==> config.mk <==
export PLATFORM = sky130hd
export DESIGN_NAME = parallel_descrambler
export DESIGN_NICKNAME = d
export VERILOG_FILES = /design/src/rtl/parallel_descrambler_pkg.sv /design/src/rtl/parallel_descrambler_scr_step.sv /design/src/rtl/parallel_descrambler.sv
export SDC_FILE = /design/constraint.sdc
export NUM_CORES = 1
export LEC_CHECK = 0
export CORE_UTILIZATION = 53
export DETAILED_ROUTE_END_ITERATION = 10
export PLACE_DENSITY = 0.78
export SETUP_SLACK_MARGIN = 0.2
export SYNTH_ARGS = -nofsm -noshare
export SYNTH_HDL_FRONTEND = slang
export SYNTH_SLANG_ARGS = --single-unit
==> constraint.sdc <==
create_clock -name clk -period 3.6 [get_ports clk]
set_input_delay 0.54 -clock clk [delete_from_list [all_inputs] [get_ports clk]]
set_output_delay 0.54 -clock clk [all_outputs]
set_load 0.005 [all_outputs]
==> src/rtl/parallel_descrambler_pkg.sv <==
// parallel_descrambler_pkg: scrambler constants and frame FSM state shared by the descrambler files
package parallel_descrambler_pkg;
  localparam int SCR_ORDER   = 7;
  localparam int SCR_TAP_A   = 6;
  localparam int SCR_TAP_B   = 3;
  localparam int SERVICE_LEN = 16;
  typedef enum logic [1:0] {IDLE, SVC, RUN} state_e;
endpackage

==> src/rtl/parallel_descrambler_scr_step.sv <==
// parallel_descrambler_scr_step: one beat of the x^7+x^4+1 descrambler unrolled over DATA_W bits
module parallel_descrambler_scr_step
  import parallel_descrambler_pkg::*;
#(
  parameter int DATA_W = 8
) (
  input  logic [SCR_ORDER-1:0] s_i,
  input  logic [DATA_W-1:0]    r_i,
  input  logic [DATA_W-1:0]    seed_mask_i,
  output logic [SCR_ORDER-1:0] s_next_o,
  output logic [DATA_W-1:0]    out_o
);
  logic [SCR_ORDER-1:0] st;
  logic                 sb;
  always_comb begin
    st    = s_i;
    sb    = 1'b0;
    out_o = '0;
    for (int i = 0; i < DATA_W; i++) begin
      sb       = seed_mask_i[i] ? r_i[i] : st[SCR_TAP_A] ^ st[SCR_TAP_B];
      out_o[i] = seed_mask_i[i] ? 1'b0 : r_i[i] ^ sb;
      st       = {st[SCR_ORDER-2:0], sb};
    end
    s_next_o = st;
  end
endmodule

==> src/rtl/parallel_descrambler.sv <==
// parallel_descrambler: 802.11a receive descrambler with per-frame seed recovery,
// reserved SERVICE bit checking and a registered valid/ready output stage.
module parallel_descrambler
  import parallel_descrambler_pkg::*;
#(
  parameter int                   DATA_W    = 8,
  parameter bit                   MODE      = 1'b0,
  parameter logic [SCR_ORDER-1:0] INIT_SEED = 7'h7F
) (
  input  logic                 clk,
  input  logic                 rst_n,
  input  logic [DATA_W-1:0]    in_data_i,
  input  logic                 in_valid_i,
  input  logic                 in_first_i,
  input  logic                 in_last_i,
  output logic                 in_ready_o,
  output logic [DATA_W-1:0]    out_data_o,
  output logic                 out_valid_o,
  output logic                 out_first_o,
  output logic                 out_last_o,
  input  logic                 out_ready_i,
  output logic [SCR_ORDER-1:0] seed_out_o,
  output logic                 seed_valid_o,
  output logic                 service_err_o
);
  localparam int             CW    = 6;
  localparam logic [CW-1:0]  ORD_N = CW'(SCR_ORDER);
  localparam logic [CW-1:0]  SVC_N = CW'(SERVICE_LEN);

  state_e               state_q, state_d;
  logic [CW-1:0]        cnt_q, cnt_d, base_cnt, cnt_sum, idx, sidx;
  logic [SCR_ORDER-1:0] s_q, s_base, s_next, seed_q, seed_d;
  logic [DATA_W-1:0]    seed_mask, chk_mask, desc;
  logic [DATA_W-1:0]    out_data_q;
  logic                 out_valid_q, out_first_q, out_last_q;
  logic                 seed_valid_q, seed_valid_d, err_q, err_d;
  logic                 take;

  assign in_ready_o    = !out_valid_q | out_ready_i;
  assign take          = in_valid_i & in_ready_o & (in_first_i | (state_q != IDLE));
  assign out_data_o    = out_data_q;
  assign out_valid_o   = out_valid_q;
  assign out_first_o   = out_first_q;
  assign out_last_o    = out_last_q;
  assign seed_out_o    = seed_q;
  assign seed_valid_o  = seed_valid_q;
  assign service_err_o = err_q;

  // Frame bit position of every lane decides seeding and which SERVICE bits are checked.
  always_comb begin
    seed_mask = '0;
    chk_mask  = '0;
    idx       = '0;
    base_cnt  = in_first_i ? '0 : cnt_q;
    s_base    = (MODE && in_first_i) ? INIT_SEED : s_q;
    for (int i = 0; i < DATA_W; i++) begin
      idx          = base_cnt + CW'(i);
      seed_mask[i] = !MODE && (idx < ORD_N);
      chk_mask[i]  = (idx < SVC_N) && (MODE || (idx >= ORD_N));
    end
  end

  parallel_descrambler_scr_step #(.DATA_W(DATA_W)) u_step (
    .s_i        (s_base),
    .r_i        (in_data_i),
    .seed_mask_i(seed_mask),
    .s_next_o   (s_next),
    .out_o      (desc)
  );

  // Sequence bit of each lane is r ^ out, which also covers seeding lanes where out is 0.
  always_comb begin
    sidx         = '0;
    seed_d       = in_first_i ? '0 : seed_q;
    cnt_sum      = base_cnt + CW'(DATA_W);
    cnt_d        = (cnt_sum > SVC_N) ? SVC_N : cnt_sum;
    seed_valid_d = (!in_first_i & seed_valid_q) | ((base_cnt < ORD_N) && (cnt_sum >= ORD_N));
    err_d        = (!in_first_i & err_q) | |(desc & chk_mask);
    state_d      = !take ? state_q : in_last_i ? IDLE : (cnt_d == SVC_N) ? RUN : SVC;
    for (int i = 0; i < DATA_W; i++) begin
      sidx = base_cnt + CW'(i);
      if (sidx < ORD_N) seed_d[sidx[2:0]] = in_data_i[i] ^ desc[i];
    end
  end

  always_ff @(posedge clk or negedge rst_n) begin
    if (!rst_n) begin
      state_q      <= IDLE;
      cnt_q        <= '0;
      s_q          <= '0;
      seed_q       <= '0;
      seed_valid_q <= 1'b0;
      err_q        <= 1'b0;
      out_data_q   <= '0;
      out_valid_q  <= 1'b0;
      out_first_q  <= 1'b0;
      out_last_q   <= 1'b0;
    end else begin
      state_q <= state_d;
      if (take) begin
        cnt_q        <= cnt_d;
        s_q          <= s_next;
        seed_q       <= seed_d;
        seed_valid_q <= seed_valid_d;
        err_q        <= err_d;
        out_data_q   <= desc;
        out_first_q  <= in_first_i;
        out_last_q   <= in_last_i;
      end
      if (in_ready_o) out_valid_q <= take;
    end
  end
endmodule

Word-level counts from Yosys, hierarchy flattened. Cells that the tools add are included. Widths: inputs -> output; s select.

$add $sub $neg: 8. Order comparisons: 42. Eq/ne operators: 1. Muxes and demuxes: 53. Bitwise gates (word level): 33. Reduce and logical (&&, ||, !) cells: 21.

Operators by type and width (number): $mux 7 (9); $bwmux 7 (8); $ge 6x3->1 const B (9); $lt 6x3->1 const B (8); $lt 6x5->1 const B (8); $lt 3x4->1 const B (8); $add 6x3->6 const B (4); $demux 1 s3 (8); $ge 3x1->1 const B (8); $mux 1 (24); $xor 1x1->1 (24); $logic_and 1x1->1 (17); $add 6x2->6 const B (2); $mux 6 (2); $and 8x8->8 (1); $reduce_or 8->1 (1); $add 6x1->6 const B (1); $add 6x4->6 const B (1); $eq 6x5->1 const B (1); $gt 6x5->1 const B (1); $and 1x1->1 (4); $mux 2 (2); $or 1x1->1 (4); $logic_not 1->1 (2); $reduce_bool 2->1 (1).

Flip-flop bits (word level): 35. Input port bits: 14. Output and inout port bits: 21. Word-level logic and storage cells: 168.

Depth between registers and ports, before layout.
Depth in word-level cells: 22. Mapped depth: 16. Gate-level depth less buffers: 12.

Cells and area by module. A second synthesis with hierarchy kept.

Cells, all modules: 541. Area, all modules: 4062.6 µm².

Modules (own cells, without submodules): parallel_descrambler (times used 1, cells an instance 502, area each 3728.6 µm², seq. area each 875.8 µm²); parallel_descrambler_scr_step (times used 1, cells an instance 39, area each 334.1 µm², seq. area each 0.0 µm²).

Worst setup path after synthesis. OpenSTA, ideal clock, no wires.

Path type: flip-flop to flip-flop. From: reg cnt_q[0]. To: reg err_q, in the netlist service_err_o. Library setup time: 142 ps. Data arrival time: 3212 ps. Required time: 3458 ps. Path slack: 246 ps. Cell stages (with the launch flop): 17. Buffers on the path: 5. Period minus slack after synthesis: 3354 ps. Path through: dfrtp_1 buf_4 buf_2 nor2b_1 buf_2 inv_1 buf_2 ha_1 and3b_1 or3_1 buf_2 or4_1 nand3_2 xnor2_2 xnor2_1 o221a_1 o221ai_1.

Longest elaborated chain between the ends: 11. Elaborated cells on any way between the ends: 71. Classes of those cells: add/sub: 7; order compare: 24; mux: 17; bitwise: 14; reduce/logical: 9.

Ends and longest elaborated chain: from (decl) (RTL line parallel_descrambler.sv:31) `logic [CW-1:0] cnt_q, cnt_d, base_cnt, cnt_sum, idx, sidx;`; from (signal assigned) (RTL line parallel_descrambler.sv:101) `cnt_q <= cnt_d;`; $mux 6 * (RTL line parallel_descrambler.sv:54) `base_cnt = in_first_i ? '0 : cnt_q;`; $add 6x1->6 / $add 6x2->6 (equally long branches) (RTL line parallel_descrambler.sv:57) `idx = base_cnt + CW'(i);`; $lt 6x3->1 (RTL line parallel_descrambler.sv:58) `seed_mask[i] = !MODE && (idx < ORD_N);`; $mux 1 (RTL line parallel_descrambler_scr_step.sv:20) `sb = seed_mask_i[i] ? r_i[i] : st[SCR_TAP_A] ^ st[SCR_TAP_B];`; $xor 1x1->1 (RTL line parallel_descrambler_scr_step.sv:20); $mux 1 (RTL line parallel_descrambler_scr_step.sv:20); $xor 1x1->1 (RTL line parallel_descrambler_scr_step.sv:21) `out_o[i] = seed_mask_i[i] ? 1'b0 : r_i[i] ^ sb;`; $mux 1 (RTL line parallel_descrambler_scr_step.sv:21); $and 8x8->8 * (RTL line parallel_descrambler.sv:78) `err_d = (!in_first_i & err_q) | |(desc & chk_mask);`; $reduce_or 8->1 * (RTL line parallel_descrambler.sv:78); $or 1x1->1 * (RTL line parallel_descrambler.sv:78); to (signal assigned) (RTL line parallel_descrambler.sv:105) `err_q <= err_d;`; to (decl) (RTL line parallel_descrambler.sv:36) `logic seed_valid_q, seed_valid_d, err_q, err_d;`.

Mark *: on every way between the ends. The rest lies on a longest branch, timed or not. A chain may end at the register's enable or synchronous reset.

Worst setup path after layout.
From: in in_first_i. To: reg err_q, in the netlist service_err_o.

Longest elaborated chain between the ends: 11. Elaborated cells on any way between the ends: 75. Classes of those cells: add/sub: 7; order compare: 24; mux: 17; bitwise: 17; reduce/logical: 10.

Ends and longest elaborated chain: from (decl) (RTL line parallel_descrambler.sv:14) `input logic in_first_i,`; $mux 6 (RTL line parallel_descrambler.sv:54); $add 6x1->6 / $add 6x2->6 (equally long branches) (RTL line parallel_descrambler.sv:57); $lt 6x3->1 (RTL line parallel_descrambler.sv:58); $mux 1 (RTL line parallel_descrambler_scr_step.sv:20); $xor 1x1->1 (RTL line parallel_descrambler_scr_step.sv:20); $mux 1 (RTL line parallel_descrambler_scr_step.sv:20); $xor 1x1->1 (RTL line parallel_descrambler_scr_step.sv:21); $mux 1 (RTL line parallel_descrambler_scr_step.sv:21); $and 8x8->8 (RTL line parallel_descrambler.sv:78); $reduce_or 8->1 (RTL line parallel_descrambler.sv:78); $or 1x1->1 (RTL line parallel_descrambler.sv:78).

Several ways; a longest one is shown, not always the timed one.

==> impl_metrics.yaml <==
sta:
  rsz0062_at_grt: "false"
  fin_crit_sh_pct: 90.79
  fin_ws_ps: 331.7
  slew_viol_final: 0
  max-slew-margin-rel_pct: 45.63
  worst-slew-pin-transition_ps: 815.6
  fmax_mhz: 306.0
  layout_min_cycle_time_ps: 3268
  final-hold-violation-count: 0
  setup_viol: 0
  fin_skew_ps: 12.69
clock_network:
  clkTransAtPathRegs_ps: 90
  cts.sinks: 35
  cts-root-buf: "clkbuf_8"
  hold_buffers: 0
  numCtsBuffers: 5
  clock_latency_ps: 300
  clk_path_buf_depth: 2
  cts_tree: "done"
  cts_max_level: 2
global_route:
  gr-usage-all-layers_pct: 37.55
  grt.overflow.total: 0
  grt_max_degree: 36
  grt_antenna_before_repair: 0
  grt.busiest_layer: "met2"
  gr-usage-met2_pct: 55.35
  met1_usage_pct: 53.45
  grt_pass1_vias: 3890
  grt_first_pass_wirelength_um: 20930
  grt_util_met3_pct: 6.809
yosys:
  synth_fp_nets: 497
  seq_area_frac_synth_pct: 23.99
  synth_seq_cells: 35
  synth_area_per_cell_um2: 7.735
  netlist_area_um2: 3651
  ys.flop_type: "dfrtp_1"
  synth_edf_count: 0
  netlist_instances: 472
  ys_async_sr_fraction_pct: 100.0
  yosysWarningCount: 0
  ys_types: 71
power_and_ir_drop:
  finalPower_w: 0.002702
  power.density_nw_per_um2: 603.6
  vdd_drop_max_uv: 393.2
  leakage_nw: 1.858
placed_design:
  dp_cells: 595
  gp_congestion: 0.9793
  post-place-ws_ps: -123.9
  portBuffers: 34
  hpwl_um: 9555
outcome:
  outcome: "finished, final reports clean"
final_layout:
  multi_input_comb_area_um2: 2625
  syn2layout_area_growth_pct: 22.62
  regArea_um2: 875.8
  drive_above_1_share_pct: 18.71
  nets: 553
  diodes: 0
  final_cells: 606
  layout_commonest_cell: "nand2_1"
  mostFrequentLayoutCells: "62 x nand2_1, 53 x buf_4, 39 x nor2_1"
  final.fill_count: 580
drt:
  first_pass_iters: 8
  wl_per_cell_um: 21.35
  drc: 0
  drt_wl_total_um: 12940
  drt-initial-drc-count: 515
  vias: 4093
  ant_nets: 0
  viasPerCell: 6.754
floorplanning:
  die_w_um: 85
  rows: 29
  initial_utilization_pct: 56.21
  die_h_um: 85
  die-area_um2: 7225
  core_area_um2: 6495
  io_pins: 35
setup_path:
  r2r_slack_ps: 720
  worst-setup-path-type: "primary input to flop"
  crit_start: "in_first_i"
  reg2reg_from: "cnt_q[1]"
  critPathArrivalTime_ps: 3480
  end_kind: "flop"
  r2r_end: "service_err_o"
  crit_end: "service_err_o"
  critPathRequiredTime_ps: 3810
  path_max_fanout: 8
  critPathLaunchType: "primary input"
  reg2reg_depth: 11
flow_run:
  maxCapViolations: 0
min_path:
  hp-class: "primary input to async pin"
logic make-up after synthesis:
family	synth area share, %
buffers and inverters	5.792
AOI/OAI and AO/OA	29.16
xor gates and xnor gates	7.300
and+or+nand+nor	26.56
adders and majority gates	3.770
muxes	3.427
DFF	23.99
routing by layer:
metal,wire length [µm],vias up,part of all wire [%]
met2,5591,281,43
met5,0,-,0
met4,513,0,4.0
met3,1298,47,10
li1,-,1860,-
met1,5534,1905,43
report_power, final:
group	internal, W	switching [W]	total, W
clock	0.000135	0.000171	0.000306
sequential	0.000538	0.000122	0.000660
combinational	0.000816	0.000920	0.00174
stage by stage:
stage	TNS [ps]	utilization, %	area [µm²]	hold WS, ps
floorplan	0	-	3651	244.4
global placement	-129.7	66.27	4304	459.6
detailed placement	-283.8	66.27	4304	467.2
CTS	0	67.69	4397	357.7
global route	0	68.93	4477	411.7
finish	0	68.93	4477	326.3
Yosys cell counts (3+ instances only):
cell / n / area share, %
nand3b_1: 7 / 1.4
dfrtp_1: 35 / 24
inv_1: 8 / 0.82
and3_1: 5 / 0.86
a32oi_1: 6 / 1.4
o21bai_1: 3 / 0.62
nor4_1: 3 / 0.51
o21ai_1: 4 / 0.55
a21o_1: 3 / 0.62
and2_1: 10 / 1.7
a211oi_1: 7 / 1.4
o221ai_1: 6 / 1.4
a221oi_1: 6 / 1.4
mux2i_1: 8 / 2.2
nand2b_1: 4 / 0.69
a21oi_1: 23 / 3.2
nor3_1: 14 / 1.9
nand3_1: 17 / 2.3
a221o_1: 4 / 1.1
nor2b_1: 14 / 2.4
o31ai_1: 9 / 1.9
o221a_2: 3 / 0.93
mux2_2: 4 / 1.2
nor2_1: 40 / 4.1
o21ai_0: 21 / 2.9
and3b_1: 4 / 0.96
ha_1: 11 / 3.8
a31oi_1: 8 / 1.4
a22o_1: 3 / 0.72
o221a_1: 4 / 1.2
clkbuf_1: 17 / 1.7
nand4_1: 3 / 0.51
xnor2_1: 14 / 3.4
buf_2: 19 / 2.6
a22oi_1: 4 / 0.82
a32o_1: 5 / 1.4
nand2_1: 62 / 6.4
xor2_1: 12 / 2.9
area by class of cell:
class                           instances  share of cell area, %
Multi-Input combinational cell        388                  58.64
Sequential cell                        35                  19.56
Timing Repair Buffer                   88                  16.83
Tap cell                               77                  2.152
Clock buffer                            5                  1.537
Inverter                               10                 0.8385
Clock inverter                          3                 0.4472
flip-flops by register name (all words and copies together) (netlist names):
signal	cells
cnt_q	6
out_data_o	8
out_first_o	1
out_last_o	1
out_valid_o	1
s_base	7
seed_out_o	7
seed_valid_o	1
service_err_o	1
state_q	2
worst min path at each step:
stage	endpoint	slack, ps	depth (start not counted)
2_1_floorplan	cnt_q[0]	240	0
3_3_place_gp	seed_valid_o	460	1
3_5_place_dp	seed_valid_o	470	1
4_1_cts	seed_out_o[3]	360	1
5_1_grt	seed_out_o[6]	410	1
6_report	out_data_o[4]	330	1
worst max-delay path: stages:
cell and delay [ps]:
clkdlybuf4s50_1 530, buf_4 200, nor2b_2 60, ha_1 250, and3b_1 210, or3_4 410
or4_1 430, nand3_2 150, xnor2_2 100, xnor2_2 160, o221a_1 290, o221ai_1 160
repair_timing:
item,in CTS,in global routing
resized for setup,1,17
cloned,0,0
setup endpoints to repair,1,8
setup buffers,0,3
pin swaps,0,3
Note: power is estimated with default switching activity, not from simulation.
